`config.mk`:
```
export PLATFORM = sky130hd
export DESIGN_NAME = idu_stage
export DESIGN_NICKNAME = d
export VERILOG_FILES = /design/src/rtl/idu_stage.sv
export SDC_FILE = /design/constraint.sdc
export NUM_CORES = 1
export LEC_CHECK = 0
export CORE_UTILIZATION = 60
export DETAILED_ROUTE_END_ITERATION = 8
export GPL_TIMING_DRIVEN = 0
export HOLD_SLACK_MARGIN = 0.02
export PLACE_DENSITY = 0.85
export SLEW_MARGIN = 30
export SYNTH_ARGS = -nofsm -noshare
export SYNTH_HDL_FRONTEND = slang
export SYNTH_SLANG_ARGS = --single-unit
```
`constraint.sdc`:
```
create_clock -name clk -period 10.9 [get_ports clk]
set_input_delay 2.18 -clock clk [delete_from_list [all_inputs] [get_ports clk]]
set_output_delay 2.18 -clock clk [all_outputs]
set_load 0.1 [all_outputs]
```
`src/rtl/idu_stage.sv`:
```
// RV64I(M) decode stage: in-order instruction queue feeding a registered decode bundle.
// Optional M-extension decode is enabled by defining IDU_RV64M_EN.
module idu_stage #(
  parameter int DEPTH = 4,
  parameter int PC_W  = 64
) (
  input  logic            clk,
  input  logic            rst_n,
  input  logic            in_valid,
  output logic            in_ready,
  input  logic [31:0]     in_instr,
  input  logic [PC_W-1:0] in_pc,
  input  logic            flush,
  output logic            out_valid,
  input  logic            out_ready,
  output logic [PC_W-1:0] out_pc,
  output logic [4:0]      out_rdc,
  output logic [4:0]      out_rs1c,
  output logic [4:0]      out_rs2c,
  output logic [63:0]     out_imm,
  output logic [4:0]      out_alu_op,
  output logic [1:0]      out_alub_sel,
  output logic [2:0]      out_rd_sel,
  output logic            out_rf_w,
  output logic            out_dm_r,
  output logic            out_dm_w,
  output logic [1:0]      out_mem_size,
  output logic            out_mem_uns,
  output logic [2:0]      out_br_op,
  output logic [1:0]      out_jump,
  output logic            out_illegal
);
  localparam int AW = $clog2(DEPTH);

  // Handshakes: a beat moves when valid & ready are both 1 at a rising edge;
  // valid never waits on ready, and in_ready depends only on queue occupancy.
  logic [31:0]     r_q_instr [DEPTH];
  logic [PC_W-1:0] r_q_pc    [DEPTH];
  logic [AW:0]     r_wptr, r_rptr;
  logic            r_out_valid;

  logic w_empty, w_full, w_load, w_accept, w_pop, w_bypass, w_push, w_fill;
  logic [31:0]     w_src_instr;
  logic [PC_W-1:0] w_src_pc;

  assign w_empty  = (r_wptr == r_rptr);
  assign w_full   = (r_wptr[AW] != r_rptr[AW]) && (r_wptr[AW-1:0] == r_rptr[AW-1:0]);
  assign in_ready = !w_full;
  assign w_load   = !r_out_valid || out_ready;
  assign w_accept = in_valid && !w_full && !flush;
  assign w_pop    = w_load && !w_empty;
  assign w_bypass = w_load && w_empty && w_accept;
  assign w_push   = w_accept && !w_bypass;
  assign w_fill   = w_pop || w_bypass;

  assign w_src_instr = w_empty ? in_instr : r_q_instr[r_rptr[AW-1:0]];
  assign w_src_pc    = w_empty ? in_pc    : r_q_pc[r_rptr[AW-1:0]];

  // Decode of the selected source instruction
  logic [6:0] w_op, w_f7;
  logic [2:0] w_f3;
  logic [63:0] w_imm_i, w_imm_s, w_imm_b, w_imm_u, w_imm_j, w_imm_sh;
  assign w_op = w_src_instr[6:0];
  assign w_f3 = w_src_instr[14:12];
  assign w_f7 = w_src_instr[31:25];
  assign w_imm_i  = {{52{w_src_instr[31]}}, w_src_instr[31:20]};
  assign w_imm_s  = {{52{w_src_instr[31]}}, w_src_instr[31:25], w_src_instr[11:7]};
  assign w_imm_b  = {{51{w_src_instr[31]}}, w_src_instr[31], w_src_instr[7],
                     w_src_instr[30:25], w_src_instr[11:8], 1'b0};
  assign w_imm_u  = {{32{w_src_instr[31]}}, w_src_instr[31:12], 12'b0};
  assign w_imm_j  = {{43{w_src_instr[31]}}, w_src_instr[31], w_src_instr[19:12],
                     w_src_instr[20], w_src_instr[30:21], 1'b0};
  assign w_imm_sh = {58'b0, w_src_instr[25:20]};

  logic [63:0] w_imm;
  logic [4:0]  w_alu;
  logic [1:0]  w_alub, w_size, w_jump;
  logic [2:0]  w_rd_sel, w_br;
  logic        w_legal, w_rf_w, w_dm_r, w_dm_w, w_uns, w_nowb;

  always_comb begin
    w_imm = '0; w_alu = '0; w_alub = '0; w_rd_sel = '0; w_size = '0; w_uns = 1'b0;
    w_dm_r = 1'b0; w_dm_w = 1'b0; w_br = '0; w_jump = '0; w_legal = 1'b0; w_nowb = 1'b0;
    w_rf_w = 1'b0;
    case (w_op)
      7'b0110011: begin
        if (w_f7 == 7'b0000000) begin
          w_legal = 1'b1;
          case (w_f3)
            3'd0: w_alu = 5'd0;  3'd1: w_alu = 5'd7;  3'd2: w_alu = 5'd5;  3'd3: w_alu = 5'd6;
            3'd4: w_alu = 5'd4;  3'd5: w_alu = 5'd8;  3'd6: w_alu = 5'd3;  default: w_alu = 5'd2;
          endcase
        end else if (w_f7 == 7'b0100000 && (w_f3 == 3'd0 || w_f3 == 3'd5)) begin
          w_legal = 1'b1;
          w_alu   = (w_f3 == 3'd0) ? 5'd1 : 5'd9;
        end
`ifdef IDU_RV64M_EN
        else if (w_f7 == 7'b0000001) begin
          w_legal = 1'b1;
          w_alu   = 5'd15 + {2'b00, w_f3};
        end
`endif
      end
      7'b0111011: begin
        if (w_f7 == 7'b0000000 && (w_f3 == 3'd0 || w_f3 == 3'd1 || w_f3 == 3'd5)) begin
          w_legal = 1'b1;
          w_alu   = (w_f3 == 3'd0) ? 5'd10 : ((w_f3 == 3'd1) ? 5'd12 : 5'd13);
        end else if (w_f7 == 7'b0100000 && (w_f3 == 3'd0 || w_f3 == 3'd5)) begin
          w_legal = 1'b1;
          w_alu   = (w_f3 == 3'd0) ? 5'd11 : 5'd14;
        end
`ifdef IDU_RV64M_EN
        else if (w_f7 == 7'b0000001 && (w_f3 == 3'd0 || w_f3[2])) begin
          w_legal = 1'b1;
          w_alu   = (w_f3 == 3'd0) ? 5'd23 : (5'd20 + {2'b00, w_f3});
        end
`endif
      end
      7'b0010011: begin
        w_alub = 2'd1;
        w_imm  = w_imm_i;
        case (w_f3)
          3'd0: begin w_legal = 1'b1; w_alu = 5'd0; end
          3'd2: begin w_legal = 1'b1; w_alu = 5'd5; end
          3'd3: begin w_legal = 1'b1; w_alu = 5'd6; end
          3'd4: begin w_legal = 1'b1; w_alu = 5'd4; end
          3'd6: begin w_legal = 1'b1; w_alu = 5'd3; end
          3'd7: begin w_legal = 1'b1; w_alu = 5'd2; end
          3'd1: begin
            w_legal = (w_src_instr[31:26] == 6'b000000);
            w_alu = 5'd7; w_alub = 2'd2; w_imm = w_imm_sh;
          end
          default: begin
            w_legal = (w_src_instr[31:26] == 6'b000000) || (w_src_instr[31:26] == 6'b010000);
            w_alu = w_src_instr[30] ? 5'd9 : 5'd8; w_alub = 2'd2; w_imm = w_imm_sh;
          end
        endcase
      end
      7'b0011011: begin
        if (w_f3 == 3'd0) begin
          w_legal = 1'b1; w_alu = 5'd10; w_alub = 2'd1; w_imm = w_imm_i;
        end else begin
          w_legal = (w_f3 == 3'd1 && w_f7 == 7'b0000000) ||
                    (w_f3 == 3'd5 && (w_f7 == 7'b0000000 || w_f7 == 7'b0100000));
          w_alu   = (w_f3 == 3'd1) ? 5'd12 : (w_src_instr[30] ? 5'd14 : 5'd13);
          w_alub  = 2'd2; w_imm = w_imm_sh;
        end
      end
      7'b0000011: begin
        w_legal = (w_f3 != 3'd7);
        w_dm_r = 1'b1; w_rd_sel = 3'd4; w_alub = 2'd1; w_imm = w_imm_i;
        w_size = w_f3[1:0]; w_uns = w_f3[2];
      end
      7'b0100011: begin
        w_legal = !w_f3[2];
        w_dm_w = 1'b1; w_nowb = 1'b1; w_alub = 2'd1; w_imm = w_imm_s; w_size = w_f3[1:0];
      end
      7'b1100011: begin
        w_legal = (w_f3 != 3'd2) && (w_f3 != 3'd3);
        w_nowb  = 1'b1; w_imm = w_imm_b;
        w_br    = w_f3[2] ? (w_f3 - 3'd1) : (w_f3 + 3'd1);
      end
      7'b1101111: begin w_legal = 1'b1; w_jump = 2'd1; w_rd_sel = 3'd1; w_imm = w_imm_j; end
      7'b1100111: begin
        w_legal = (w_f3 == 3'd0);
        w_jump = 2'd2; w_rd_sel = 3'd1; w_alub = 2'd1; w_imm = w_imm_i;
      end
      7'b0110111: begin w_legal = 1'b1; w_rd_sel = 3'd2; w_imm = w_imm_u; end
      7'b0010111: begin w_legal = 1'b1; w_rd_sel = 3'd3; w_imm = w_imm_u; end
      default: w_legal = 1'b0;
    endcase
    w_rf_w = w_legal && !w_nowb;
    if (!w_legal) begin
      w_dm_r = 1'b0; w_dm_w = 1'b0; w_br = '0; w_jump = '0;
    end
  end

  always_ff @(posedge clk) begin
    if (w_push) begin
      r_q_instr[r_wptr[AW-1:0]] <= in_instr;
      r_q_pc[r_wptr[AW-1:0]]    <= in_pc;
    end
  end

  always_ff @(posedge clk or negedge rst_n) begin
    if (!rst_n) begin
      r_wptr <= '0; r_rptr <= '0; r_out_valid <= 1'b0;
      out_pc <= '0; out_rdc <= '0; out_rs1c <= '0; out_rs2c <= '0; out_imm <= '0;
      out_alu_op <= '0; out_alub_sel <= '0; out_rd_sel <= '0; out_rf_w <= 1'b0;
      out_dm_r <= 1'b0; out_dm_w <= 1'b0; out_mem_size <= '0; out_mem_uns <= 1'b0;
      out_br_op <= '0; out_jump <= '0; out_illegal <= 1'b0;
    end else if (flush) begin
      r_wptr <= '0; r_rptr <= '0; r_out_valid <= 1'b0;
    end else begin
      if (w_push) r_wptr <= r_wptr + 1'b1;
      if (w_pop)  r_rptr <= r_rptr + 1'b1;
      if (w_load) r_out_valid <= w_fill;
      if (w_fill) begin
        out_pc <= w_src_pc; out_rdc <= w_src_instr[11:7]; out_rs1c <= w_src_instr[19:15];
        out_rs2c <= w_src_instr[24:20]; out_imm <= w_imm; out_alu_op <= w_alu;
        out_alub_sel <= w_alub; out_rd_sel <= w_rd_sel; out_rf_w <= w_rf_w;
        out_dm_r <= w_dm_r; out_dm_w <= w_dm_w; out_mem_size <= w_size; out_mem_uns <= w_uns;
        out_br_op <= w_br; out_jump <= w_jump; out_illegal <= !w_legal;
      end
    end
  end

  assign out_valid = r_out_valid;
endmodule

```
# == Word-level counts from Yosys, hierarchy flattened ==
# Memories as Yosys holds them, arrays and structs flattened.
# Cells that the tools add are included.
# op_classes
bitwise_logic,1
reduce_logical,44
eq_ne,26
n_addsub,4
mux,50
# ops
op,count
$pmux W64 S7,1
$mux W64,3
$pmux W4 S7,2
$eq A7 B6 Y1 const B,5
$mux W32,1
$mux W3,10
$eq A7 B5 Y1 const B,3
$eq A7 B7 Y1 const B,3
$pmux W5 S4,1
$mux W1,16
$mux W4,4
$logic_and A1 B1 Y1,13
$eq A3 B3 Y1 const B,4
$mux W2,6
$pmux W3 S4,1
$reduce_or A2 Y1,5
$add A3 B1 Y3 const B,3
$pmux W1 S9,1
$logic_not A1 Y1,8
$logic_or A1 B1 Y1,8
$eq A7 B2 Y1 const B,1
$logic_not A7 Y1,1
$eq A3 B2 Y1 const B,2
$eq A6 B5 Y1 const B,1
18 further kinds,22
# word_totals
regBits,172
n_memories,2
mem_bits_rw,384
in_bits,101
output_inout_bits,167
word_cells,146
# mem_list
memory,depth,width,read_ports,rd_ports_with_merged_regs,write_ports,line_no,text
r_q_pc,4,64,1,0,1,38,logic [PC_W-1:0] r_q_pc [DEPTH];
r_q_instr,4,32,1,0,1,37,logic [31:0] r_q_instr [DEPTH];

# == Logic depth before layout (Yosys ltp) ==
# Gate-level depths: netlist of the first run.
# logic_depth
depth_word,10
mapped_depth,14
mapped_depth_nobuf,11

# == Least setup slack after synthesis of the first run ==
# OpenSTA, ideal clock, no wires.
# synth_timing
kind,input -> register
from,input port out_ready
to,register r_wptr[2]
arrival_time_ns,5.869
t_required_ns,10.818
path_slack_ns,4.949
stages,5
path_cell_list,nor2b_1 -> nor2_1 -> nor4bb_1 -> and2_1 -> mux2_2
# synth_between
elab_chain_cells,6
# synth_rtl
element,line_no,text
"start, declared",15,"input logic out_ready,"
$logic_or A1 B1 Y1,49,assign w_load = !r_out_valid || out_ready;
$logic_and A1 B1 Y1 (2 in series),52,assign w_bypass = w_load && w_empty && w_accept;
$logic_not A1 Y1,53,assign w_push = w_accept && !w_bypass;
$logic_and A1 B1 Y1,53,
$reduce_bool A2 Y1 (no source line),-,
"end signal, assigned",195,if (w_push) r_wptr <= r_wptr + 1'b1;
"end, declared",39,"logic [AW:0] r_wptr, r_rptr;"
# Every way passes these cells.
# A chain may end at the register's enable or synchronous reset.

# == Worst setup path after layout of the first run ==
# layout_timing
from,input port in_instr[13]
to,register out_imm[26]
# layout_between
elab_chain_cells,5
# layout_rtl
element,line_no,text
"start, declared",11,"input logic [31:0] in_instr,"
$mux W32 (*),56,assign w_src_instr = w_empty ? in_instr : r_q_instr[r_rptr[AW-1:0]];
$eq A3 B3 Y1 (tied with other cells),122,case (w_f3)
$reduce_or A6 Y1 (no source line),-,
$mux W64,122,
$pmux W64 S7 (*),85,case (w_op)
"end signal, assigned",200,out_rs2c <= w_src_instr[24:20]; out_imm <= w_imm; out_alu_op <= w_alu;
"end, declared",20,"output logic [63:0] out_imm,"
# Mark *: on every way between the ends. The rest lies on a longest branch, timed or not.

==> results.cfg, run 1 <==
[run_status]
status = finished, final reports clean

[timing]
finalCritPeriodShare = 0.470
rsz0062_at_grt = false
drv_slew = 0
setup_tns_ns = 0
tightest_slew_ns = 1.01
setup_slack_ns = 5.77
fin_crit_ns = 5.13
hold_viol_final = 0
max_freq_mhz = 195
slew_headroom = 0.326
setup_viol = 0
finalClockSkew_ns = 0.0205

[worst_setup_path]
crit_path_end_kind = register
slowest_delay_ns = 0.60
crit_cells = 9
critPathTopFamily = simple AND/OR/NAND/NOR gates
arrival_ns = 5.62
critPathMaxFanout = 10
r2r_slack_ns = 6.14
worstPathRequired_ns = 11.40
crit_path_cell_trace = clkdlybuf4s50_1 -> mux2i_1 -> ha_1 -> nand3_1 -> nor4_2 -> nor4_1 -> a2111oi_2 -> buf_2 -> a221o_1
r2r_cells = 12
crit_slowest_cell = mux2i_1
r2r-end = out_imm[26]
timing.rr.start = r_rptr[1]
cp_num_buf_inv = 2
start_kind = input pin
crit_type = in -> reg

[synthesis]
ys.flop_type = edfxtp_1
synth.avg_cell_area_um2 = 16.6
ys_seq_elements = 523
synth-async-reset-ratio = 0.266
synth_edf_count = 384
syn_nets = 1405
ys_types = 72
netlist_area_mm2 = 0.0214
ys_warn_count = 0
syn_inst = 1293
synth_seq_area_share = 0.700

[placement]
placed_cells = 2022
postPlaceCellArea_mm2 = 0.0248
portBuffers = 265
hpwlAfterDp_um = 36200
gp_congestion = 0.931
pre_cts_slack_ns = 5.28

[clocking]
clockBufferDepth = 3
clkSinkCount = 523
cts_buffers = 50
insertion_delay_ns = 0.57
postCtsSetupRepairBufs = 0
htreeDepth = 2
clk_pin_slew_ns = 0.06
cts_root_buf = clkbuf_16
cts_tree = built
cts_resized = 0
cts_hold_buf = 0

[floorplanning]
rows = 68
coreArea_mm2 = 0.0348
start_util = 0.616
dieArea_mm2 = 0.0365
ios = 268
die_h_um = 191
die_x_um = 191

[routing]
dr.first_iter.drc_count = 1239
wirelength_um = 54000
via_count = 13226
drc = 0
wire_per_inst_um = 25.5
ant_nets = 0
vias_per_cell = 6.25
drtPass1Iterations = 5

[cells_and_area]
stdcell_area_mm2 = 0.0264
layout_commonest_cell = edfxtp_1
layout-drive-gt1-share = 0.176
final_cell_mix = edfxtp_1, clkdlybuf4s50_1, nand2_1, dfrtp_1, o21ai_0
stdcell_count = 2116
area_growth_pct = 23.1
fin_nets = 1731

[grt]
grt.overflow.total = 0
grt_pass1_wl_um = 81500
grt_max_degree = 72
antenna_found_initial = 6
track_usage = 0.303
first_global_vias = 13519

[pwr]
p_leak_nw = 9.54
power.density_mw_per_mm2 = 306
ir_worst_vdd_uv = 284
power_mw = 8.09

[min_path]
hold_class = reg -> reg
hp-start = out_rs2c[0]
whs_endpoint = out_rs2c[0]
whs_path_depth = 1

[flow_run]
max-cap-violations = 0
## cell families (layout without fill, tap and decap cells)
| kind of cell | count (synthesis) | in the layout | synth area share |
|---|---|---|---|
| flip-flops | 523 | 523 | 0.700 |
| AND/OR/NAND/NOR | 235 | 235 | 0.0504 |
| AO/OA/AOI/OAI | 215 | 215 | 0.0672 |
| multiplexers | 184 | 184 | 0.142 |
| buffers and inverters | 115 | 480 | 0.0284 |
| adder cells (fa/ha/maj) | 11 | 11 | 0.00642 |
| XOR/XNOR | 9 | 9 | 0.00491 |
| other | 1 | 4 | 0.000175 |
## registers in the layout, summed over array words and instances, names as in the netlist
| name | cells |
|---|---|
| r_q_pc | 256 |
| out_rd_sel | 3 |
| out_rf_w | 1 |
| out_valid | 1 |
| out_dm_r | 1 |
| out_rdc | 5 |
| out_br_op | 3 |
| out_imm | 32 |
| out_rs1c | 5 |
| out_mem_uns | 1 |
| r_rptr | 3 |
| r_q_instr | 128 |
| out_illegal | 1 |
| out_alub_sel | 2 |
| out_dm_w | 1 |
| out_pc | 64 |
| out_mem_size | 2 |
| out_jump | 2 |
| out_rs2c | 5 |
| out_alu_op | 4 |
| r_wptr | 3 |
## synthesized netlist by cell type (all sizes together) (2+ instances only)
cell type / number / area share
clkbuf: 35 / 0.0061
nor3: 9 / 0.0023
o31ai: 12 / 0.0042
mux2: 10 / 0.0053
a221o: 8 / 0.0037
nor2b: 3 / 0.00088
buf: 69 / 0.020
o21ai: 99 / 0.023
nor4bb: 2 / 0.00093
ha: 11 / 0.0064
or3: 3 / 0.00088
a211o: 3 / 0.0012
a21o: 8 / 0.0028
nand2: 139 / 0.024
nand3b: 2 / 0.00070
nor4: 10 / 0.0038
edfxtp: 384 / 0.54
a221oi: 4 / 0.0019
o31a: 4 / 0.0016
nand2b: 5 / 0.0015
xor2: 4 / 0.0016
a21boi: 2 / 0.00088
nand4: 3 / 0.0012
a31oi: 6 / 0.0018
or4: 2 / 0.00070
o41ai: 3 / 0.0012
mux2i: 79 / 0.037
a22o: 18 / 0.0074
o211ai: 2 / 0.00070
a311oi: 2 / 0.0011
a21oi: 22 / 0.0053
and4: 3 / 0.0012
and2: 12 / 0.0035
a2111oi: 3 / 0.0024
o221ai: 2 / 0.00082
nand3: 5 / 0.0014
inv: 11 / 0.0019
nor2: 33 / 0.0058
mux4: 95 / 0.10
dfrtp: 139 / 0.16
a22oi: 5 / 0.0018
or2: 2 / 0.00058
xnor2: 5 / 0.0033
a32o: 5 / 0.0023
## layer usage
metal | part of all wire | GRT usage | up-vias
met5 | 0.00067 | 0 | -
met4 | 0.035 | 0.122 | 6
met3 | 0.085 | 0.0677 | 135
met2 | 0.49 | 0.489 | 693
met1 | 0.39 | 0.405 | 6718
li1 | - | - | 5674
## power by group
part | switching, mW | internal [mW] | leakage, nW
Sequential | 0.141 | 2.45 | 5.27
Combinational | 2.72 | 1.10 | 3.49
Clock | 0.719 | 0.959 | 0.782
## how the worst max path moves through the flow
stage                 startpoint          end  slack, ns
floorplan              out_ready    r_wptr[2]       4.95
global placement           rst_n   out_pc[36]       1.63
detailed placement  in_instr[13]  out_imm[26]       5.28
CTS                  out_imm[62]  out_imm[35]       5.72
global route        in_instr[13]  out_imm[26]       5.67
finish              in_instr[13]  out_imm[26]       5.77
## area by class of cell
class	count	area [um2]
sequential	523	15000
fill	1969	8410
multi-input combinational	655	5830
timing repair buffer	274	2770
clock buffer	74	1430
buffer	104	569
tap	455	569
clock inverter	17	155
inverter	11	41.3
antenna	3	7.51
## stage by stage
stage               hold slack (ns)   util
floorplan                     0.616      -
global placement              0.462  0.708
detailed placement            0.466  0.713
CTS                           0.479  0.758
global route                  0.502  0.758
finish                        0.475  0.758
## worst register-to-register path: cells and delay by family (launching register included)
| family | cells | cell delay, ns |
|---|---|---|
| fa+ha+maj | 1 | 0.38 |
| compound gates | 2 | 0.63 |
| flops | 1 | 0.36 |
| buf+inv | 4 | 1.30 |
| mux | 2 | 1.01 |
| simple gates | 3 | 1.03 |
No activity file was read; power rests on OpenSTA's default activity.
==> run 2: changes to the inputs <==
Settings changed: CORE_UTILIZATION 60 to 56, PLACE_DENSITY 0.85 to 0.8.
Clock period 10.9 ns to 4.8 ns, I/O delays scaled along.
==> run 2 against run 1 <==
- cell count increased by 2.9%
- power increased by 130%
- highest routed layer unchanged
- critical path depth increased by 3
- non-clock buffer count unchanged
- setup slack got worse by 5.4 ns
- combinational power increased by 130%
==> results.cfg, run 2 (synthesis results as in run 1) <==
[floorplanning]
rows = 71
dieArea_mm2 = 0.0390
ios = 268
start_util = 0.569
die_h_um = 198
die_x_um = 198
coreArea_mm2 = 0.0377

[worst_setup_path]
crit_path_end_kind = register
start_kind = register
crit_path_frequent_cell = buf_2
arrival_ns = 4.98
cp_num_buf_inv = 4
worstPathRequired_ns = 5.32
crit_path_cell_trace = buf_6 -> buf_8 -> buf_2 -> mux4_2 -> mux2i_1 -> ha_1 -> nand3_1 -> nor4_4 -> nor4_1 -> a2111oi_2 -> buf_2 -> a221o_1
critPathTopFamily = buffers and inverters
critPathMaxFanout = 10
crit_type = reg -> reg
crit_slowest_cell = mux4_2
slowest_delay_ns = 0.54

[routing]
dr.first_iter.drc_count = 1006
wire_per_inst_um = 24.1
ant_nets = 0
drtPass1Iterations = 5
drc = 0
wirelength_um = 52600
vias_per_cell = 5.88
via_count = 12816

[grt]
grt_pass1_wl_um = 80000
grt_max_degree = 82
grt.overflow.total = 0
antenna_found_initial = 8
first_global_vias = 13069
track_usage = 0.278

[cells_and_area]
final_cell_mix = edfxtp_1, clkdlybuf4s50_1, nand2_1, dfrtp_1, o21ai_0
fill_cells = 2481
area_growth_pct = 24.4
fin_nets = 1732
layout-drive-gt1-share = 0.177
register_area_mm2 = 0.0150
fin_util = 0.707
largest_reg_flops = 256
multi_input_area_mm2 = 0.00585
layout_commonest_cell = edfxtp_1
stdcell_count = 2178

[placement]
portBuffers = 265
pre_cts_slack_ns = 0.0828
hpwlAfterDp_um = 35800
gp_congestion = 0.927
placed_cells = 2079

[flow_run]
max-cap-violations = 0

[pwr]
combPwrFrac = 0.464
power.density_mw_per_mm2 = 699
pwr-share-seq = 0.315
p_sw_frac = 0.436
ir_worst_vdd_uv = 678
p_int_mw = 10.5
p_leak_nw = 9.62
clkPwrFrac = 0.221
p_switching_mw = 8.13

[timing]
hold_viol_final = 0
fin_crit_ns = 4.46
setup_tns_ns = 0
setup_viol = 0
drv_slew = 0
finalCritPeriodShare = 0.930
tightest_slew_ns = 1.04
rsz0062_at_grt = false
setup_slack_ns = 0.337
slew_headroom = 0.301
hold_ws_ns = 0.301
max_freq_mhz = 224
finalClockSkew_ns = 0.0125

[clocking]
cts_root_buf = clkbuf_16
insertion_delay_ns = 0.59
htreeDepth = 2
postCtsSetupRepairBufs = 0
clockBufferDepth = 3
cts_buffers = 51
cts_tree = built
clk_pin_slew_ns = 0.06
clkSinkCount = 523

[run_status]
status = finished, final reports clean

[min_path]
hold_class = in -> async
run 2: repair_timing:
| action | in CTS | in global routing |
|---|---|---|
| gates resized for setup | 0 | 2 |
| setup endpoints to repair | 0 | 10 |
| hold buffers | 0 | 0 |
run 2: power by group through the flow:
stage	Sequential, mW	Combinational [mW]	Clock (mW)
floorplan	8.58	3.59	0
global placement	5.94	8.52	0
detailed placement	5.94	8.62	0
CTS	5.87	8.66	4.16
global route	5.92	9.12	4.33
finish	5.87	8.64	4.11
run 2: routing by layer:
metal / global-route usage / wire (um) / part of all wire
met5: 0 / 58 / 0.0011
met4: 0.0835 / 1290 / 0.025
met3: 0.0652 / 4270 / 0.081
met2: 0.453 / 25900 / 0.49
met1: 0.375 / 21100 / 0.40
run 2: final timing paths:
kind	slack, ns	depth (start not counted)	startpoint	end
worst min register to register	0.47	2	out_rs1c[1]	out_rs1c[1]
min in group clk	0.47	2	out_rs1c[1]	out_rs1c[1]
worst max register to register	0.34	12	r_rptr[0]	out_imm[21]
worst max-delay path	0.34	12	r_rptr[0]	out_imm[21]
max in group asynchronous	3.67	2	rst_n	out_pc[10]
worst min-delay path	0.30	1	rst_n	out_alub_sel[0]
run 2: layout make-up:
type	instances	share of cell area
diodes	4	0.000376
flip-flops and latches	523	0.563
clock buffers	68	0.0538
repair buffers	275	0.105
clock inverters	28	0.0111
plain buffers	103	0.0213
multi-input cells	655	0.219
inverters	11	0.00155
well taps	511	0.0240
run 2: worst reg2reg max path: cells and delay by family, from the launching register on:
kind / cells / cell delay, ns
buffers and inverters: 4 / 1.04
multiplexers: 2 / 1.01
AND/OR/NAND/NOR: 3 / 0.94
AO/OA/AOI/OAI: 2 / 0.68
flip-flops: 1 / 0.37
adder cells (fa/ha/maj): 1 / 0.36
run 2: metrics by stage:
stage | instance area (um2) | power [mW]
floorplan | 21400 | 12.2
global placement | 24700 | 14.5
detailed placement | 24900 | 14.6
global route | 26600 | 19.4
CTS | 26600 | 18.7
finish | 26600 | 18.6
==> run 3: changes to the inputs <==
Settings changed: ABC_CLOCK_PERIOD_IN_PS set to 4800.
==> results of run 3 <==
No change in the layout: final DEF, timing and power equal those of run 2.
